<file path="config.mk">
export PLATFORM = sky130hd
export DESIGN_NAME = fifo_param
export DESIGN_NICKNAME = d
export VERILOG_FILES = /design/src/rtl/fifo_pkg.sv /design/src/rtl/memoria_ram_param.sv /design/src/rtl/fifo_param.sv
export SDC_FILE = /design/constraint.sdc
export NUM_CORES = 1
export LEC_CHECK = 0
export CAP_MARGIN = 20
export CORE_ASPECT_RATIO = 0.75
export CORE_UTILIZATION = 40
export CTS_BUF_LIST = sky130_fd_sc_hd__clkbuf_16
export DETAILED_ROUTE_END_ITERATION = 10
export PLACE_DENSITY_LB_ADDON = 0.05
export RECOVER_POWER = 50
export SYNTH_ARGS = -nofsm -noshare
export SYNTH_HDL_FRONTEND = slang
export SYNTH_HIERARCHICAL = 1
export SYNTH_SLANG_ARGS = --single-unit
export TNS_END_PERCENT = 20
</file>
<file path="constraint.sdc">
create_clock -name clk -period 5.65 [get_ports clk]
set_clock_uncertainty 0.2 [all_clocks]
set_input_delay 1.13 -clock clk [delete_from_list [all_inputs] [get_ports clk]]
set_output_delay 1.13 -clock clk [all_outputs]
set_load 0.005 [all_outputs]
</file>
<file path="src/rtl/fifo_pkg.sv">
// Shared FIFO defaults (widths, depth derivation, flag thresholds) and the
// push/pop event classification used by fifo_param.
package fifo_pkg;

   localparam int unsigned FIFO_DATA_WIDTH      = 10;
   localparam int unsigned FIFO_ADDR_WIDTH      = 3;
   localparam int unsigned FIFO_ALMOST_FULL_TH  = 6;
   localparam int unsigned FIFO_ALMOST_EMPTY_TH = 2;

   typedef enum logic [1:0] {
      OP_IDLE = 2'b00,
      OP_POP  = 2'b01,
      OP_PUSH = 2'b10,
      OP_BOTH = 2'b11
   } fifo_op_e;

   function automatic int unsigned fifo_depth(input int unsigned addr_width);
      return 32'd1 << addr_width;
   endfunction

   localparam int unsigned FIFO_DEPTH = fifo_depth(FIFO_ADDR_WIDTH);

endpackage

</file>
<file path="src/rtl/memoria_ram_param.sv">
// Two-port RAM: one write port, one registered read port. The array itself
// is not reset; only the read register is cleared.
module memoria_ram_param #(
   parameter int unsigned DATA_WIDTH = 10,
   parameter int unsigned ADDR_WIDTH = 3
) (
   input  logic                  clk,
   input  logic                  rst_n,
   input  logic                  we,
   input  logic [ADDR_WIDTH-1:0] addr_w,
   input  logic [DATA_WIDTH-1:0] data_w,
   input  logic                  re,
   input  logic [ADDR_WIDTH-1:0] addr_r,
   output logic [DATA_WIDTH-1:0] q
);

   logic [DATA_WIDTH-1:0] mem [2**ADDR_WIDTH];

   always_ff @(posedge clk) begin
      if (we) mem[addr_w] <= data_w;
   end

   always_ff @(posedge clk or negedge rst_n) begin
      if (!rst_n)  q <= '0;
      else if (re) q <= mem[addr_r];
   end

endmodule

</file>
<file path="src/rtl/fifo_param.sv">
// Parametrised synchronous FIFO over memoria_ram_param with registered read data.
// Define FIFO_ERR_EN to add the sticky overflow/underflow `error` output.
module fifo_param
   import fifo_pkg::*;
#(
   parameter int unsigned DATA_WIDTH      = FIFO_DATA_WIDTH,
   parameter int unsigned ADDR_WIDTH      = FIFO_ADDR_WIDTH,
   parameter int unsigned ALMOST_FULL_TH  = FIFO_ALMOST_FULL_TH,
   parameter int unsigned ALMOST_EMPTY_TH = FIFO_ALMOST_EMPTY_TH
) (
   input  logic                  clk,
   input  logic                  reset_L,
   input  logic [DATA_WIDTH-1:0] data_in,
   input  logic                  push,
   input  logic                  pop,
   output logic [DATA_WIDTH-1:0] data_out,
   output logic                  valid_out,
   output logic                  full,
   output logic                  empty,
   output logic                  almost_full,
   output logic                  almost_empty,
   output logic [ADDR_WIDTH:0]   fill_count
`ifdef FIFO_ERR_EN
   ,
   output logic                  error
`endif
);

   localparam int unsigned         DEPTH   = fifo_depth(ADDR_WIDTH);
   localparam logic [ADDR_WIDTH:0] DEPTH_C = DEPTH[ADDR_WIDTH:0];
   localparam logic [ADDR_WIDTH:0] AF_C    = ALMOST_FULL_TH[ADDR_WIDTH:0];
   localparam logic [ADDR_WIDTH:0] AE_C    = ALMOST_EMPTY_TH[ADDR_WIDTH:0];

   logic [ADDR_WIDTH-1:0] wr_ptr;
   logic [ADDR_WIDTH-1:0] rd_ptr;
   logic [ADDR_WIDTH:0]   count;
   logic                  push_ok;
   logic                  pop_ok;
   fifo_op_e              op;

   // Acceptance depends only on registered flags, so push/pop never reach outputs combinationally.
   assign push_ok = push && !full;
   assign pop_ok  = pop  && !empty;

   always_comb begin
      op = OP_IDLE;
      if (push_ok && pop_ok) op = OP_BOTH;
      else if (push_ok)      op = OP_PUSH;
      else if (pop_ok)       op = OP_POP;
   end

   always_ff @(posedge clk or negedge reset_L) begin
      if (!reset_L) begin
         wr_ptr    <= '0;
         rd_ptr    <= '0;
         count     <= '0;
         valid_out <= 1'b0;
      end else begin
         valid_out <= pop_ok;
         if (push_ok) wr_ptr <= wr_ptr + 1'b1;
         if (pop_ok)  rd_ptr <= rd_ptr + 1'b1;
         case (op)
            OP_PUSH: count <= count + 1'b1;
            OP_POP:  count <= count - 1'b1;
            default: count <= count;
         endcase
      end
   end

   memoria_ram_param #(
      .DATA_WIDTH(DATA_WIDTH),
      .ADDR_WIDTH(ADDR_WIDTH)
   ) u_ram (
      .clk   (clk),
      .rst_n (reset_L),
      .we    (push_ok),
      .addr_w(wr_ptr),
      .data_w(data_in),
      .re    (pop_ok),
      .addr_r(rd_ptr),
      .q     (data_out)
   );

   assign fill_count   = count;
   assign full         = (count == DEPTH_C);
   assign empty        = (count == '0);
   assign almost_full  = (count >= AF_C);
   assign almost_empty = (count <= AE_C);

`ifdef FIFO_ERR_EN
   always_ff @(posedge clk or negedge reset_L) begin
      if (!reset_L)                             error <= 1'b0;
      else if ((push && full) || (pop && empty)) error <= 1'b1;
   end
`endif

endmodule

</file>
==> metrics.cfg, run 1 <==
[sta]
hold_ws_ns=0.305
slew_headroom_pct=30.8
fin_setup_tns_ns=0
setup-violations-final=0
period_share_pct=68.4
tightest_slew_ns=1.03
fmax_mhz=259
fin_crit_ns=3.86
rsz0062_at_grt=false
slew_viol_final=0
hold_violations=0

[drt]
drt_iter0_markers=201
post-route-drc-count=0
drtPass1Iterations=4
vias_per_cell=5.15
num_vias=2307
wl_um=8580
wl_per_cell_um=19.2
antenna_left=0

[critical_path]
worstPathArrival_ns=3.88
crit_path_end_kind=flop
cpMaxStageDelayCell=inv_1
required_ns=5.66
path_cells=dlygate4sd3_1, o41ai_1, inv_1, ha_1, ha_1, or4b_1, o311ai_0, o211ai_1
cpPeakStageDelay_ns=0.57
path_delay_family=buffers and inverters
critical_path.max_fanout=24
path_class=input port to flop
cpMostUsedCell=ha_1
cp_num_buf_inv=2
cp-start-kind=input port

[power_and_ir_drop]
seqPwrFrac_pct=43.7
powerDensity_nw_per_um2=520
p_sw_uw=804
p_leak_nw=1.87
combPwrFrac_pct=29.9
clockPowerShare_pct=26.3
vdd_drop_max_v=0.000238
intPower_mw=1.80
swShare_pct=30.9

[floorplanning]
ios=33
dieWidth_um=121
die_h_um=91.1
start_util_pct=41.1
core_um2=10300
row_count=32
die-area_um2=11000

[clocking]
htreeDepth=3
ctsHoldBuffers=0
post_cts_resized=0
insertion_delay_ns=0.34
clk_pin_slew_ns=0.06
cts_buffer_depth=2
cts.sinks=101
root_buffer=clkbuf_16
cts_buffers=9
cts_tree=done
postCtsSetupBuffers=0

[cells_and_area]
fin_nets=327
ff_latch_area_um2=2930
mostFrequentLayoutCells=edfxtp_1, mux2i_1, dfrtp_1
multi_input_area_um2=1150
area_growth_pct=18.4
drive_above_1_share_pct=8.33
layout_commonest_cell=edfxtp_1
post-route-util_pct=48.7
fill_cells=890
diodes=0

[status]
status=completed

[yosys]
synth_nets=288
synthDistinctLibCells=39
avgSynthCellArea_um2=15.8
ys_ff_latch=101
syn_area_um2=4230
synthCells=268
ys_warn_count=6
yosysSeqAreaShare_pct=69.2
synthFlopType=edfxtp_1
ys_async_sr_fraction_pct=20.8
synth_edf_count=80

[grt]
antenna_found_initial=0
track_usage_pct=17.2
grt-ovfl-total=0
grt_pass1_vias=2280
grt_max_degree=28
grt_pass1_wl_um=13400

[placement]
gp_congestion=0.720
portBuffers=32
hpwl_um=5440

[run]
maxCapViolations=0

[worst_hold_path]
hold_class=flop to flop

power by group through the flow:
stage / sequential (mW) / combinational [mW] / clock [mW]
floorplan: 1.07 / 0.589 / 0
global placement: 1.16 / 0.786 / 0
detailed placement: 1.16 / 0.795 / 0
CTS: 1.15 / 0.800 / 0.701
global route: 1.17 / 0.862 / 0.728
finish: 1.14 / 0.779 / 0.685
flip-flops by register name, summed over array words and instances (netlist names):
| register | count |
|---|---|
| u_ram/mem | 80 |
| valid_out | 1 |
| wr_ptr | 3 |
| rd_ptr | 3 |
| fill_count | 4 |
| u_ram/q | 10 |
per-stage QoR:
step	area [um2]	cells	total power, mW	setup WS (ns)
finish	5010	448	2.60	1.79
global route	5010	448	2.76	1.54
CTS	5020	447	2.65	2.13
detailed placement	4680	431	1.96	1.75
global placement	4660	429	1.95	1.82
floorplan	4230	268	1.65	2.70
logic make-up (layout without fill, tap and decap cells):
| kind of cell | count (synthesis) | after routing | share of synthesized area, % |
|---|---|---|---|
| xor+xnor | 6 | 6 | 1.24 |
| buf+inv | 21 | 65 | 3.28 |
| compound gates | 40 | 40 | 8.08 |
| flops | 101 | 101 | 69.2 |
| fa+ha+maj | 6 | 6 | 1.95 |
| mux | 32 | 32 | 7.63 |
| simple gates | 62 | 62 | 8.58 |
layer usage:
| metal | track usage (%) | part of all wire [%] | vias to the layer above |
|---|---|---|---|
| met5 | 0 | 0 | - |
| met1 | 25.7 | 52 | 1164 |
| met2 | 24.5 | 44 | 32 |
| met4 | 5.56 | 1.2 | 0 |
| met3 | 4.08 | 3.1 | 8 |
| li1 | - | - | 1103 |
cell usage after synthesis, types with 2 or more instances:
library cell,number,area [um2]
a211o_1,10,87.6
a21oi_1,2,10.0
a22oi_1,10,75.1
a41o_1,10,100
and2b_1,9,67.6
buf_2,3,15.0
buf_4,2,15.0
buf_6,4,45.0
clkbuf_1,2,7.51
clkbuf_2,2,10.0
dfrtp_1,21,526
edfxtp_1,80,2400
ha_1,5,62.6
inv_1,5,18.8
inv_2,2,7.51
mux2_1,2,22.5
mux2i_1,30,300
nand2_1,8,30.0
nand2b_1,4,25.0
nand3_1,13,65.1
nor2_1,7,26.3
nor2b_1,12,75.1
nor3_1,2,10.0
nor3b_1,3,22.5
o21ai_0,2,10.0
xnor2_1,5,43.8
worst paths after layout:
kind	from	to	slack [ns]	cells past startpoint
min reg2reg	wr_ptr[2]	wr_ptr[2]	0.31	1
min in group asynchronous	reset_L	wr_ptr[2]	0.92	1
max	pop	fill_count[3]	1.79	8
min	wr_ptr[2]	wr_ptr[2]	0.31	1
max in group asynchronous	reset_L	rd_ptr[0]	3.12	2
max reg2reg	fill_count[3]	fill_count[3]	2.14	7
cell type report:
| class | instances | share of cell area (%) |
|---|---|---|
| inverter | 7 | 0.525 |
| multi-input combinational | 146 | 22.9 |
| sequential | 101 | 58.5 |
| timing repair buffer | 42 | 7.90 |
| clock buffer | 9 | 4.50 |
| clock inverter | 7 | 2.27 |
| tap | 136 | 3.40 |
(Power assumes the default switching activity.)
==> inputs of run 2 (changes only) <==
==> constraint.sdc (replaced) <==
create_clock -name clk -period 3.6 [get_ports clk]
set_clock_uncertainty 0.2 [all_clocks]
set_input_delay 0.72 -clock clk [delete_from_list [all_inputs] [get_ports clk]]
set_output_delay 0.72 -clock clk [all_outputs]
set_load 0.005 [all_outputs]
==> metrics.cfg, run 2 (synthesis gave the netlist of run 1 again) <==
[status]
status=completed

[critical_path]
path_delay_family=simple AND/OR/NAND/NOR gates
cp_num_buf_inv=0  ; -2
cpPeakStageDelay_ns=0.59  ; +0.02 ns
endpoint=fill_count[3]
cpMaxStageDelayCell=or4b_1
critical_path.max_fanout=9  ; -63%
rrSetupSlack_ns=0.52  ; -1.62 ns
path_class=flop to flop
path_cells=or4b_1, nand2_1, ha_1, ha_1, or4b_1, o311ai_0, o211ai_1
reg2reg_to=fill_count[3]
crit_path_end_kind=flop
worstRegToRegCells=7  ; unchanged
required_ns=3.61  ; -2.05 ns
crit_start=fill_count[0]
worstReg2RegStart=fill_count[0]
cp_num_cells=7  ; -1
cp-start-kind=flop
worstPathArrival_ns=3.09  ; -0.79 ns

[floorplanning]
dieWidth_um=121  ; unchanged
row_count=32  ; unchanged
die_h_um=91.1  ; unchanged
start_util_pct=41.1  ; unchanged
core_um2=10300  ; unchanged
ios=33  ; unchanged
die-area_um2=11000  ; unchanged

[cells_and_area]
fill_cells=892  ; +0.22%
fin_area_um2=5000  ; -0.20%
ff_latch_area_um2=2930  ; unchanged
stdcell_count=452  ; +0.89%
largest_reg_flops=80  ; unchanged
diodes=0  ; unchanged
mostFrequentLayoutCells=edfxtp_1, mux2i_1, dfrtp_1
fin_nets=331  ; +1.2%
multi_input_area_um2=1140  ; -0.33%
area_growth_pct=18.2
largest-register=u_ram/mem
drive_above_1_share_pct=8.86  ; +0.53 points
layout_commonest_cell=edfxtp_1
post-route-util_pct=48.6  ; -0.097 points

[clocking]
post_cts_resized=0  ; unchanged
insertion_delay_ns=0.34  ; about the same
htreeDepth=3  ; unchanged
ctsHoldBuffers=0  ; unchanged
clk_pin_slew_ns=0.06  ; about the same
root_buffer=clkbuf_16
cts_buffers=9  ; unchanged
cts_tree=done
postCtsSetupBuffers=0  ; unchanged
cts_buffer_depth=2  ; unchanged
cts.sinks=101  ; unchanged

[drt]
vias_per_cell=5.12  ; -0.58%
wl_per_cell_um=18.6  ; -3.0%
post-route-drc-count=0  ; unchanged
antenna_left=0  ; unchanged
drt_iter0_markers=92  ; -54%
drtPass1Iterations=4  ; unchanged
num_vias=2314  ; +0.30%
wl_um=8400  ; -2.1%

[sta]
rsz0062_at_grt=false
setup_slack_ns=0.516  ; -1.27 ns
hold_ws_ns=0.304  ; -0.00137 ns
slew_headroom_pct=28.9  ; -1.9 points
tightest_slew_ns=1.07  ; +0.0330 ns
setup-violations-final=0  ; unchanged
fin_setup_tns_ns=0  ; unchanged
hold_violations=0  ; unchanged
fin_crit_ns=3.08
slew_viol_final=0  ; unchanged
fmax_mhz=324
period_share_pct=85.7

[worst_hold_path]
hold_class=flop to flop

[placement]
hpwl_um=5360  ; -1.4%
dp_cells=436  ; +1.2%
dp_slack_ns=0.440  ; -1.32 ns
gp_congestion=0.682  ; -5.3%
placed_area_um2=4710  ; +0.72%
portBuffers=32  ; unchanged

[power_and_ir_drop]
powerDensity_nw_per_um2=805  ; +55%
vdd_drop_max_v=0.000281  ; +18%
total_power_mw=4.02  ; +55%
p_leak_nw=1.89  ; +0.92%

[grt]
grt_pass1_wl_um=13300  ; -1.3%
grt-ovfl-total=0  ; unchanged
grt_max_degree=30  ; +7.1%
grt_pass1_vias=2294  ; +0.61%
antenna_found_initial=0  ; unchanged
track_usage_pct=16.9  ; -0.26 points

[run]
maxCapViolations=0  ; unchanged

[run 2: changes by cell type in the layout (fill, tap and decap cells not counted), sizes merged]
cell           delta
inv               +3
clkinvlp          -2
bufinv            -1
clkbuf            +1
buf               +3
clkdlybuf4s50     -1
dlygate4sd3       +1
[run 2: power by group]
group          internal (mW)  leakage, nW  total, mW  switching, mW
clock                  0.601        0.159       1.00          0.400
combinational          0.638        0.749       1.22          0.586
sequential              1.52        0.977       1.80          0.275
[run 2: how the worst min path moves through the flow]
stage                         start       endpoint  slack [ns]  cells after the start
after floorplan             reset_L  fill_count[0]        0.22                      0
after global placement    wr_ptr[2]      wr_ptr[2]        0.28                      1
after detailed placement  wr_ptr[2]      wr_ptr[2]        0.29                      1
after CTS                 wr_ptr[2]      wr_ptr[2]        0.30                      1
after global routing      wr_ptr[2]      wr_ptr[2]        0.33                      1
final                     wr_ptr[2]      wr_ptr[2]        0.30                      1
[run 2: area by class of cell]
class / instances / share of cell area [%]
Sequential cell: 101 / 58.6
Tap cell: 136 / 3.41
Multi-Input combinational cell: 146 / 22.9
Inverter: 7 / 0.526
Timing Repair Buffer: 46 / 8.36
Clock buffer: 9 / 4.51
Clock inverter: 7 / 1.70
[run 2: worst reg2reg max path: cells and delay by family, from the launching register on]
kind	cells	cell delay (ns)
flip-flops	1	0.48
AO/OA/AOI/OAI	2	0.25
AND/OR/NAND/NOR	3	1.30
adder cells (fa/ha/maj)	2	0.70
[run 2: per-layer routing]
layer	track usage, %	up-vias	part of all wire (%)
met5	0	-	0
met4	5.86	0	1.2
met3	4.15	8	3.7
met2	25.8	36	45
met1	23.7	1153	50
li1	-	1117	-
